$ cat config.mk
export PLATFORM = sky130hd
export DESIGN_NAME = branch_resolve_unit
export DESIGN_NICKNAME = d
export VERILOG_FILES = /design/src/rtl/branch_resolve_unit.sv
export SDC_FILE = /design/constraint.sdc
export NUM_CORES = 1
export LEC_CHECK = 0
export BUFFER_PORTS_ARGS = -buffer_cell sky130_fd_sc_hd__buf_2
export CAP_MARGIN = 20
export CORE_MARGIN = 5
export CORE_UTILIZATION = 40
export CTS_CLUSTER_SIZE = 28
export DETAILED_ROUTE_END_ITERATION = 8
export REMOVE_ABC_BUFFERS = 1
export SLEW_MARGIN = 10
export SYNTH_ARGS = -nofsm -noshare
export SYNTH_HDL_FRONTEND = slang
export SYNTH_SLANG_ARGS = --single-unit
$ cat constraint.sdc
create_clock -name clk -period 4.8 [get_ports clk]
set_input_delay 0.24 -clock clk [delete_from_list [all_inputs] [get_ports clk]]
set_output_delay 0.24 -clock clk [all_outputs]
set_load 0.05 [all_outputs]
$ cat src/rtl/branch_resolve_unit.sv
// branch_resolve_unit: in-order queue of fetch predictions paired with execute resolutions;
// emits the one-cycle BTB write and a flush/redirect pulse on mispredict.
module branch_resolve_unit #(
   parameter int ADDR_W      = 16,
   parameter int DEPTH       = 8,
   parameter int INSTR_BYTES = 4
) (
   input  logic                       clk,
   input  logic                       rst_n,
   input  logic                       pred_valid,
   input  logic [ADDR_W-1:0]          pred_pc,
   input  logic                       pred_taken,
   input  logic [ADDR_W-1:0]          pred_target,
   output logic                       pred_ready,
   input  logic                       res_valid,
   input  logic                       res_taken,
   input  logic [ADDR_W-1:0]          res_target,
   output logic                       res_ready,
   output logic [ADDR_W-1:0]          wBIA,
   output logic [ADDR_W-1:0]          branchTarget,
   output logic                       PCSrc,
   output logic                       flush,
   output logic [ADDR_W-1:0]          redirect_pc,
   output logic [15:0]                mispredict_count,
   output logic [$clog2(DEPTH):0]     occupancy
);
   localparam int AW = $clog2(DEPTH);
   localparam int PW = AW + 1;
   typedef enum logic {RUN, FLUSH} state_t;
   state_t state_q, state_d;
   logic [ADDR_W-1:0] pc_mem [DEPTH];
   logic [ADDR_W-1:0] tg_mem [DEPTH];
   logic [DEPTH-1:0]  tk_mem;
   logic [PW-1:0]     wr_q, wr_d, rd_q, rd_d;
   logic [ADDR_W-1:0] wbia_q, wbia_d, btgt_q, btgt_d, redir_q, redir_d;
   logic              pcsrc_q, pcsrc_d, flush_q, flush_d;
   logic [15:0]       cnt_q, cnt_d;
   logic              full, empty, push, pop, mis;
   logic [ADDR_W-1:0] e_pc, e_tg;
   logic              e_tk;
   assign full  = (wr_q[PW-1] != rd_q[PW-1]) && (wr_q[AW-1:0] == rd_q[AW-1:0]);
   assign empty = wr_q == rd_q;
   // Reset also gates the handshakes so nothing is accepted while rst_n is low.
   assign pred_ready = rst_n && state_q == RUN && !full;
   assign res_ready  = rst_n && state_q == RUN && !empty;
   assign push = pred_valid && pred_ready;
   assign pop  = res_valid && res_ready;
   assign e_pc = pc_mem[rd_q[AW-1:0]];
   assign e_tg = tg_mem[rd_q[AW-1:0]];
   assign e_tk = tk_mem[rd_q[AW-1:0]];
   assign mis  = pop && ((e_tk != res_taken) || (e_tk && res_taken && e_tg != res_target));
   always_comb begin
      wr_d    = mis ? '0 : wr_q + PW'(push);
      rd_d    = mis ? '0 : rd_q + PW'(pop);
      state_d = (state_q == RUN && mis) ? FLUSH : RUN;
      pcsrc_d = pop && res_taken;
      flush_d = mis;
      wbia_d  = pop ? e_pc : wbia_q;
      btgt_d  = pop ? res_target : btgt_q;
      redir_d = mis ? (res_taken ? res_target : e_pc + ADDR_W'(INSTR_BYTES)) : redir_q;
      cnt_d   = (mis && cnt_q != 16'hFFFF) ? cnt_q + 16'd1 : cnt_q;
   end
   always_ff @(posedge clk or negedge rst_n) begin
      if (!rst_n) begin
         state_q <= RUN;
         wr_q    <= '0;
         rd_q    <= '0;
         pcsrc_q <= 1'b0;
         flush_q <= 1'b0;
         wbia_q  <= '0;
         btgt_q  <= '0;
         redir_q <= '0;
         cnt_q   <= '0;
      end else begin
         state_q <= state_d;
         wr_q    <= wr_d;
         rd_q    <= rd_d;
         pcsrc_q <= pcsrc_d;
         flush_q <= flush_d;
         wbia_q  <= wbia_d;
         btgt_q  <= btgt_d;
         redir_q <= redir_d;
         cnt_q   <= cnt_d;
      end
   end
   // Payload storage needs no reset; pointers define which slots are live.
   always_ff @(posedge clk) begin
      if (push) begin
         pc_mem[wr_q[AW-1:0]] <= pred_pc;
         tg_mem[wr_q[AW-1:0]] <= pred_target;
         tk_mem[wr_q[AW-1:0]] <= pred_taken;
      end
   end
   assign wBIA             = wbia_q;
   assign branchTarget     = btgt_q;
   assign PCSrc            = pcsrc_q;
   assign flush            = flush_q;
   assign redirect_pc      = redir_q;
   assign mispredict_count = cnt_q;
   assign occupancy        = wr_q - rd_q;
endmodule

After elaboration in Yosys (flattened, before gate mapping)
Memories as Yosys holds them, arrays and structs flattened. Index checks and enable logic that the tools add are counted.

Reductions and logical operators: 16. Bitwise logic cells: 1. Equality and inequality tests: 6. Magnitude comparators: 3. Add/sub/neg operators: 5. Multiplexer cells: 11.

Operators by type and width (count): $add A16 B1 Y16 const B (1); $add A16 B3 Y16 const B (1); $mux W16 (1); $ne A16 B16 Y1 (1); $ne A16 B16 Y1 const B (1); $logic_and A1 B1 Y1 (13); $add A4 B1 Y4 (2); $bwmux W8 (1); $lt A3 B4 Y1 const B (2); $mux W4 (2); $mux W1 (5); $eq A4 B4 Y1 (1); $sub A4 B4 Y4 (1); $bmux W1 S3 (1); $demux W1 S3 (1); $eq A3 B3 Y1 (1); $ge A3 B1 Y1 const B (1); $logic_not A1 Y1 (2); $ne A1 B1 Y1 (2); $logic_or A1 B1 Y1 (1); $not A1 Y1 (1).

Bits in registers: 83. Word-level logic and storage cells: 54. Bits in writable memories: 256. Memories: 2. Output and inout bits: 72. Bits of input ports: 54.

Memory list: pc_mem (depth 8, width 16, read ports 1, clocked after memory_dff 0, write ports 1, RTL line 31) `logic [ADDR_W-1:0] pc_mem [DEPTH];`; tg_mem (depth 8, width 16, read ports 1, clocked after memory_dff 0, write ports 1, RTL line 32) `logic [ADDR_W-1:0] tg_mem [DEPTH];`.

Depth between registers and ports, before layout
Gate-level depths: netlist of the first run.

Depth after elaboration: 8. Mapped depth: 17.

Worst setup path before layout of the first run
OpenSTA, ideal clock, no wires.

Path kind: register -> register. Start: register rd_q[1]. End: memory pc_mem[1][0], enable pin. Cell stages (with the launch flop): 13. Library setup time: 0.464 ns. Path buffers: 5. Setup slack: -0.987 ns. Required time: 4.336 ns. Data arrival time: 5.322 ns. Cells stage by stage: dfrtp_1 -> buf_4 -> buf_4 -> buf_2 -> buf_2 -> buf_2 -> inv_1 -> ha_1 -> and3_1 -> a21oi_1 -> and2_1 -> nand2_1 -> nor3_1.

Cells in the longest elaborated chain, start to end: 7.

RTL lines: from (decl) (RTL line 34) `logic [PW-1:0] wr_q, wr_d, rd_q, rd_d;`; from (signal assigned) (RTL line 77) `rd_q <= rd_d;`; $eq A3 B3 Y1 (RTL line 41) `assign full = (wr_q[PW-1] != rd_q[PW-1]) && (wr_q[AW-1:0] == rd_q[AW-1:0]);`; $logic_and A1 B1 Y1 (RTL line 41); $logic_not A1 Y1 (RTL line 44) `assign pred_ready = rst_n && state_q == RUN && !full;`; $logic_and A1 B1 Y1 (RTL line 44); net pred_ready (RTL line 14) `output logic pred_ready,`; $logic_and A1 B1 Y1 (RTL line 46) `assign push = pred_valid && pred_ready;`; $mux W1 (RTL line 88) `if (push) begin`; $mux W1 (implied by the code) (RTL line 89) `pc_mem[wr_q[AW-1:0]] <= pred_pc;`; to (decl) (RTL line 31).

The timed path passes the listed nets, and every way through them passes these cells.

Worst setup path after layout of the first run
Start: register rd_q[1]. End: register cnt_q[13], in the netlist mispredict_count[13].

Cells in the longest elaborated chain, start to end: 7. Elaborated cells between the ends (all ways): 14. Those cells by class: eq/ne: 3; mux: 2; reduce/logical: 8; memory: 1.

RTL lines: parallel branches: the longest is 5 deep, another holds $mem_v2 Z8 W16; $logic_and A1 B1 Y1 (*) (RTL line 51) `assign mis = pop && ((e_tk != res_taken) || (e_tk && res_taken && e_tg != res_target));`; $logic_and A1 B1 Y1 (*) (RTL line 61) `cnt_d = (mis && cnt_q != 16'hFFFF) ? cnt_q + 16'd1 : cnt_q;`; to (signal assigned) (RTL line 83) `cnt_q <= cnt_d;`; to (decl) (RTL line 37) `logic [15:0] cnt_q, cnt_d;`.

Every way passes the cells marked *. The select of a mux whose other input is x is not followed. A chain may end at the register's enable or synchronous reset.

==> impl_metrics.json, run 1 <==
{
  "status": "finished, final reports clean",
  "fin_skew_ps": 26.88,
  "instances_no_fill": 1494,
  "synth_top_area_share_pct": 57.75,
  "syn_avg_cell_area_sq_um": 16.40,
  "wire_per_inst_um": 21.82,
  "die_w_um": 195.3,
  "clk_latency_ps": 530,
  "ys_seq_elements": 339,
  "antenna_cells": 0,
  "crit_fanout": 24,
  "drive_above_1_share_pct": 26.29,
  "gr-total-overflow": 0,
  "dr.pass1.iters": 4,
  "synth_mux_area_share_pct": 12.99,
  "nets": 1083,
  "cp-startpoint": "rd_q[1]",
  "core_area_sq_um": 33700,
  "cts_made_buffers": 36,
  "power_density_nw_per_um2": 614.9,
  "rrSetupSlack_ps": 700,
  "initial_utilization_pct": 40.73,
  "cts_tree": "yes",
  "synth_edf_count": 264,
  "synth_largest_area_cell": "edfxtp_1",
  "yosysSeqAreaShare_pct": 71.42,
  "dpl_cell_area_sq_um": 14970,
  "routed-via-count": 7672,
  "async_reset_ff_share_pct": 22.12,
  "drv_slew": 0,
  "synth_adder_area_share_pct": 1.057,
  "fin_crit_sh_pct": 85.44,
  "synth_top_family_by_area": "multiplexers",
  "pre_cts_ws_ps": 640.4,
  "crit_path_end": "mispredict_count[13]",
  "port_buffers": 125,
  "ctsResizeCount": 0,
  "cts_buffer_depth": 3,
  "yosysMostFrequentCell": "edfxtp_1",
  "antenna_found_initial": 0,
  "finalInstanceArea_sq_um": 16510,
  "postCtsSetupBuffers": 0,
  "drt_iter0_markers": 464,
  "setup_ws_ps": 698.7,
  "max-slew-margin-rel_pct": 41.81,
  "worstPathRequired_ps": 5170,
  "finalCriticalPeriod_ps": 4101,
  "max_cap_violations": 0,
  "ios": 126,
  "cp-start-kind": "flop",
  "clock_sinks": 339,
  "setup_viol": 0,
  "yosys-top-cells-count": "264 x edfxtp_1, 112 x nand2_1, 75 x dfrtp_1",
  "critPathKind": "reg2reg",
  "synth_warnings": 0,
  "grt_pass1_wl_um": 49320,
  "die_y_um": 195.3,
  "antenna_left": 0,
  "area_growth_pct": 20.27,
  "grt_max_degree": 63,
  "peakVddDrop_mv": 0.4929,
  "synth_flop_cell": "edfxtp_1",
  "synthXorXnorAreaFrac_pct": 2.680,
  "netlist-cell-type-count": 45,
  "dieArea_sq_um": 38120,
  "cts-root-buf": "clkbuf_16",
  "clk_pin_slew_ps": 70,
  "netlist_instances": 837,
  "grt_setup_unrepaired": "no",
  "endpoint_kind": "flop",
  "arrival_ps": 4470,
  "drc_errors": 0,
  "num_rows": 67,
  "cts_max_level": 2,
  "place_inst": 1399,
  "yosys.area_share.simple_pct": 6.444,
  "synth_area_sq_um": 13730,
  "gp_congestion": 0.7603,
  "finalHoldViolations": 0,
  "routed_wl_um": 32600,
  "worstReg2RegStart": "rd_q[1]",
  "fmax_ghz": 0.2438,
  "hpwl_um": 20860,
  "vias_per_cell": 5.135,
  "track_usage_pct": 16.94,
  "synth_compound_area_share_pct": 3.445,
  "min_path_type": "in2reg",
  "ys_top_cells_by_area": "edfxtp_1 58%, dfrtp_1 14%, mux4_2 6.6%",
  "worst_pin_slew_ps": 872.9,
  "power_leakage_uw": 0.006324,
  "r2r_end": "mispredict_count[13]",
  "worstRegToRegCells": 10,
  "grt_pass1_vias": 7821
}
kinds of logic (layout without fill, tap and decap cells):
| family | after synthesis | count (layout) |
|---|---|---|
| mux | 126 | 126 |
| flops | 339 | 339 |
| compound gates | 74 | 74 |
| fa+ha+maj | 11 | 11 |
| xor+xnor | 42 | 42 |
| simple gates | 196 | 196 |
| buf+inv | 49 | 258 |
report_power, final:
part,switching (uW),internal (uW)
Clock,1110,1760
Sequential,312,3570
Combinational,2260,1130
Total,3690,6460
state kept, by name, indices dropped and copies added, names as in the netlist:
signal and count:
redirect_pc 16, PCSrc 1, branchTarget 16, tk_mem 8, rd_q 4, tg_mem 128, pc_mem 128, wBIA 16
flush 1, wr_q 4, mispredict_count 16, state_q 1
final cells by class:
class,count,area (sq um)
Clock buffer,48,1008
Clock inverter,18,236.5
Fill cell,2873,17190
Inverter,12,45.04
Multi-Input combinational cell,449,3711
Sequential cell,339,9809
Tap cell,448,560.5
Timing Repair Buffer,180,1139
cells in the final DEF (no fill, tap or decap), types with 3 or more instances in the layout:
cell type	netlist	routed
a21oi_1	12	12
a221oi_1	3	3
a22o_1	4	4
a22oi_1	18	18
and2_1	7	7
and3_1	11	11
buf_2	11	124
buf_4	5	25
bufinv_16	0	5
clkbuf_1	12	8
clkbuf_16	0	38
clkinv_2	0	6
dfrtp_1	75	73
dlygate4sd3_1	0	29
edfxtp_1	264	264
ha_1	10	10
inv_1	10	10
mux2_1	6	6
mux2_2	11	11
mux2i_1	69	69
mux4_2	40	40
nand2_1	112	111
nand2b_1	4	4
nand3_1	10	10
nand4_1	3	3
nor2_1	25	19
nor2_4	0	6
nor2b_1	4	4
nor4_1	6	6
nor4b_1	3	3
o21ai_0	28	28
o22ai_1	4	4
xnor2_1	17	17
xor2_1	25	25
what timing repair did:
item	in CTS	in global routing
hold buffers	29	0
endpoints found under the setup margin	0	0
hold endpoints to repair	201	0
worst min-delay path by stage:
stage                       end  depth (start not counted)      startpoint  slack [ps]
2_1_floorplan             PCSrc                          0           rst_n         -60
3_3_place_gp            wBIA[9]                          1           rst_n         120
3_5_place_dp            wBIA[9]                          1           rst_n         120
4_1_cts        branchTarget[13]                          3  res_target[13]         0.1
5_1_grt         branchTarget[4]                          3   res_target[4]           9
6_report        branchTarget[4]                          3   res_target[4]          20
metrics by stage:
step / TNS [ps] / hold slack (ps) / total power, uW / utilization [%]
after floorplan: -783650 / -55.59 / 6393 / -
after global placement: 0 / 117.3 / 7334 / 44.43
after detailed placement: 0 / 122.9 / 7366 / 44.43
after CTS: 0 / 0.1065 / 10270 / 48.99
after global routing: 0 / 9.336 / 10640 / 48.99
final: 0 / 15.32 / 10150 / 48.99
worst max-delay path, cell delays in order, from the launching register on:
cell	delay (ps)
dfrtp_2	630
and2_0	710
a22oi_1	250
a21oi_1	210
o22ai_1	120
nor4_1	600
a31oi_1	230
a21oi_4	630
buf_4	330
nor4b_1	80
xor2_1	150
routing by layer:
layer / share of wire [%] / vias to the layer above / GRT usage, %
met1: 45 / 3866 / 24.48
met5: 0 / - / 0
met3: 6.1 / 46 / 3.171
met4: 2.1 / 0 / 4.189
met2: 47 / 221 / 26.85
li1: - / 3539 / -
No activity file was read; power rests on OpenSTA's default activity.
==> inputs of run 2 (changes only) <==
- SKIP_LAST_GASP: default -> 1
- clock period: 4.8 -> 3.58 ns (I/O delays scaled with it)
==> impl_metrics.json, run 2 (same netlist as run 1, synthesis figures left out) <==
{
  "cts_buffer_depth": 3,
  "fmax_ghz": 0.3059,
  "track_usage_pct": 17.55,
  "clk_latency_ps": 520,
  "finalHoldViolations": 0,
  "n_fill_cell": 2846,
  "drv_slew": 0,
  "finalCriticalPeriod_ps": 3269,
  "status": "finished, final reports clean",
  "dr.pass1.iters": 5,
  "num_rows": 67,
  "layout_commonest_cell": "edfxtp_1",
  "multiInputGateArea_sq_um": 3711,
  "hpwl_um": 21920,
  "tns_ps": 0,
  "max-slew-margin-rel_pct": 46.56,
  "power_density_nw_per_um2": 812.2,
  "antenna_found_initial": 1,
  "port_buffers": 125,
  "cts_max_level": 2,
  "worstPathRequired_ps": 3980,
  "cp-start-kind": "flop",
  "gp_congestion": 0.7687,
  "instances_no_fill": 1529,
  "gr-total-overflow": 0,
  "ctsResizeCount": 0,
  "max_cap_violations": 0,
  "endpoint_kind": "flop",
  "routed_wl_um": 33670,
  "fin_crit_sh_pct": 91.30,
  "initial_utilization_pct": 40.73,
  "min_path_type": "in2reg",
  "dieArea_sq_um": 38120,
  "ios": 126,
  "critPathKind": "reg2reg",
  "die_w_um": 195.3,
  "cts_tree": "yes",
  "arrival_ps": 3660,
  "grt_pass1_wl_um": 51160,
  "crit_fanout": 34,
  "grt_max_degree": 55,
  "vias_per_cell": 5.192,
  "drc_errors": 0,
  "antenna_left": 0,
  "peakVddDrop_mv": 0.6925,
  "cts_made_buffers": 37,
  "nets": 1116,
  "worst_pin_slew_ps": 801.6,
  "clock_sinks": 339,
  "grt_pass1_vias": 8216,
  "core_area_sq_um": 33700,
  "place_inst": 1414,
  "drt_iter0_markers": 684,
  "final_util_pct": 49.68,
  "drive_above_1_share_pct": 27.13,
  "postCtsSetupBuffers": 0,
  "wire_per_inst_um": 22.02,
  "area_growth_pct": 21.98,
  "routed-via-count": 7938,
  "fin_skew_ps": 27.53,
  "clk_pin_slew_ps": 60,
  "cts-root-buf": "clkbuf_16",
  "grt_setup_unrepaired": "no",
  "setup_viol": 0,
  "die_y_um": 195.3,
  "power_uw": 13600,
  "power_leakage_uw": 0.006454,
  "seq_area_sq_um": 9809,
  "mostFrequentLayoutCells": "264 x edfxtp_1, 124 x buf_2, 111 x nand2_1"
}
run 2: worst paths after layout:
kind                                       from              endpoint  slack, ps  depth (start not counted)
min in group asynchronous                 rst_n  mispredict_count[10]        110                          2
worst max register to register          rd_q[0]        redirect_pc[6]        310                          9
max in group asynchronous                 rst_n               rd_q[0]       2300                          3
worst min-delay path             res_target[10]      branchTarget[10]         20                          3
worst min register to register  branchTarget[8]       branchTarget[8]        470                          2
worst max-delay path                    rd_q[0]        redirect_pc[6]        310                          9
run 2: per-stage QoR:
step,hold WS (ps),setup WS (ps),area (sq um)
2_1_floorplan,-116.6,-4291,13500
4_1_cts,2.016,273.6,16740
5_1_grt,17.00,69.88,16740
3_5_place_dp,91.13,335.2,15090
3_3_place_gp,90.64,385.0,15090
6_report,16.17,311.4,16740
run 2: worst max-delay path: stages (launching register included):
cell and delay [ps]:
dfrtp_4 440, buf_12 250, mux4_2 540, mux2i_1 180, xnor2_1 120, nor4_1 410, a31oi_1 200, a21oi_4 390
buf_4 240, mux2_1 330
run 2: where the power goes:
| group | total [uW] | internal, uW | switching (uW) |
|---|---|---|---|
| Clock | 3670 | 2180 | 1500 |
| Sequential | 5090 | 4800 | 299 |
| Combinational | 4830 | 1600 | 3230 |
run 2: layer usage:
metal	part of all wire (%)	vias to the layer above	GRT usage [%]
li1	-	3601	-
met1	45	4037	25.45
met2	47	259	27.88
met3	6.2	41	3.584
met4	1.5	0	3.569
met5	0	-	0
run 2: final cells by class:
class	count	share of cell area [%]
Antenna cell	1	0.01495
Clock buffer	52	6.419
Inverter	12	0.2690
Timing Repair Buffer	212	8.489
Tap cell	448	3.348
Sequential cell	339	58.59
Clock inverter	16	0.7099
Multi-Input combinational cell	449	22.16
run 2: what timing repair did:
item                                    in CTS  in global routing
hold endpoints to repair                   297                  0
endpoints found under the setup margin       0                  0
hold buffers                                46                  0
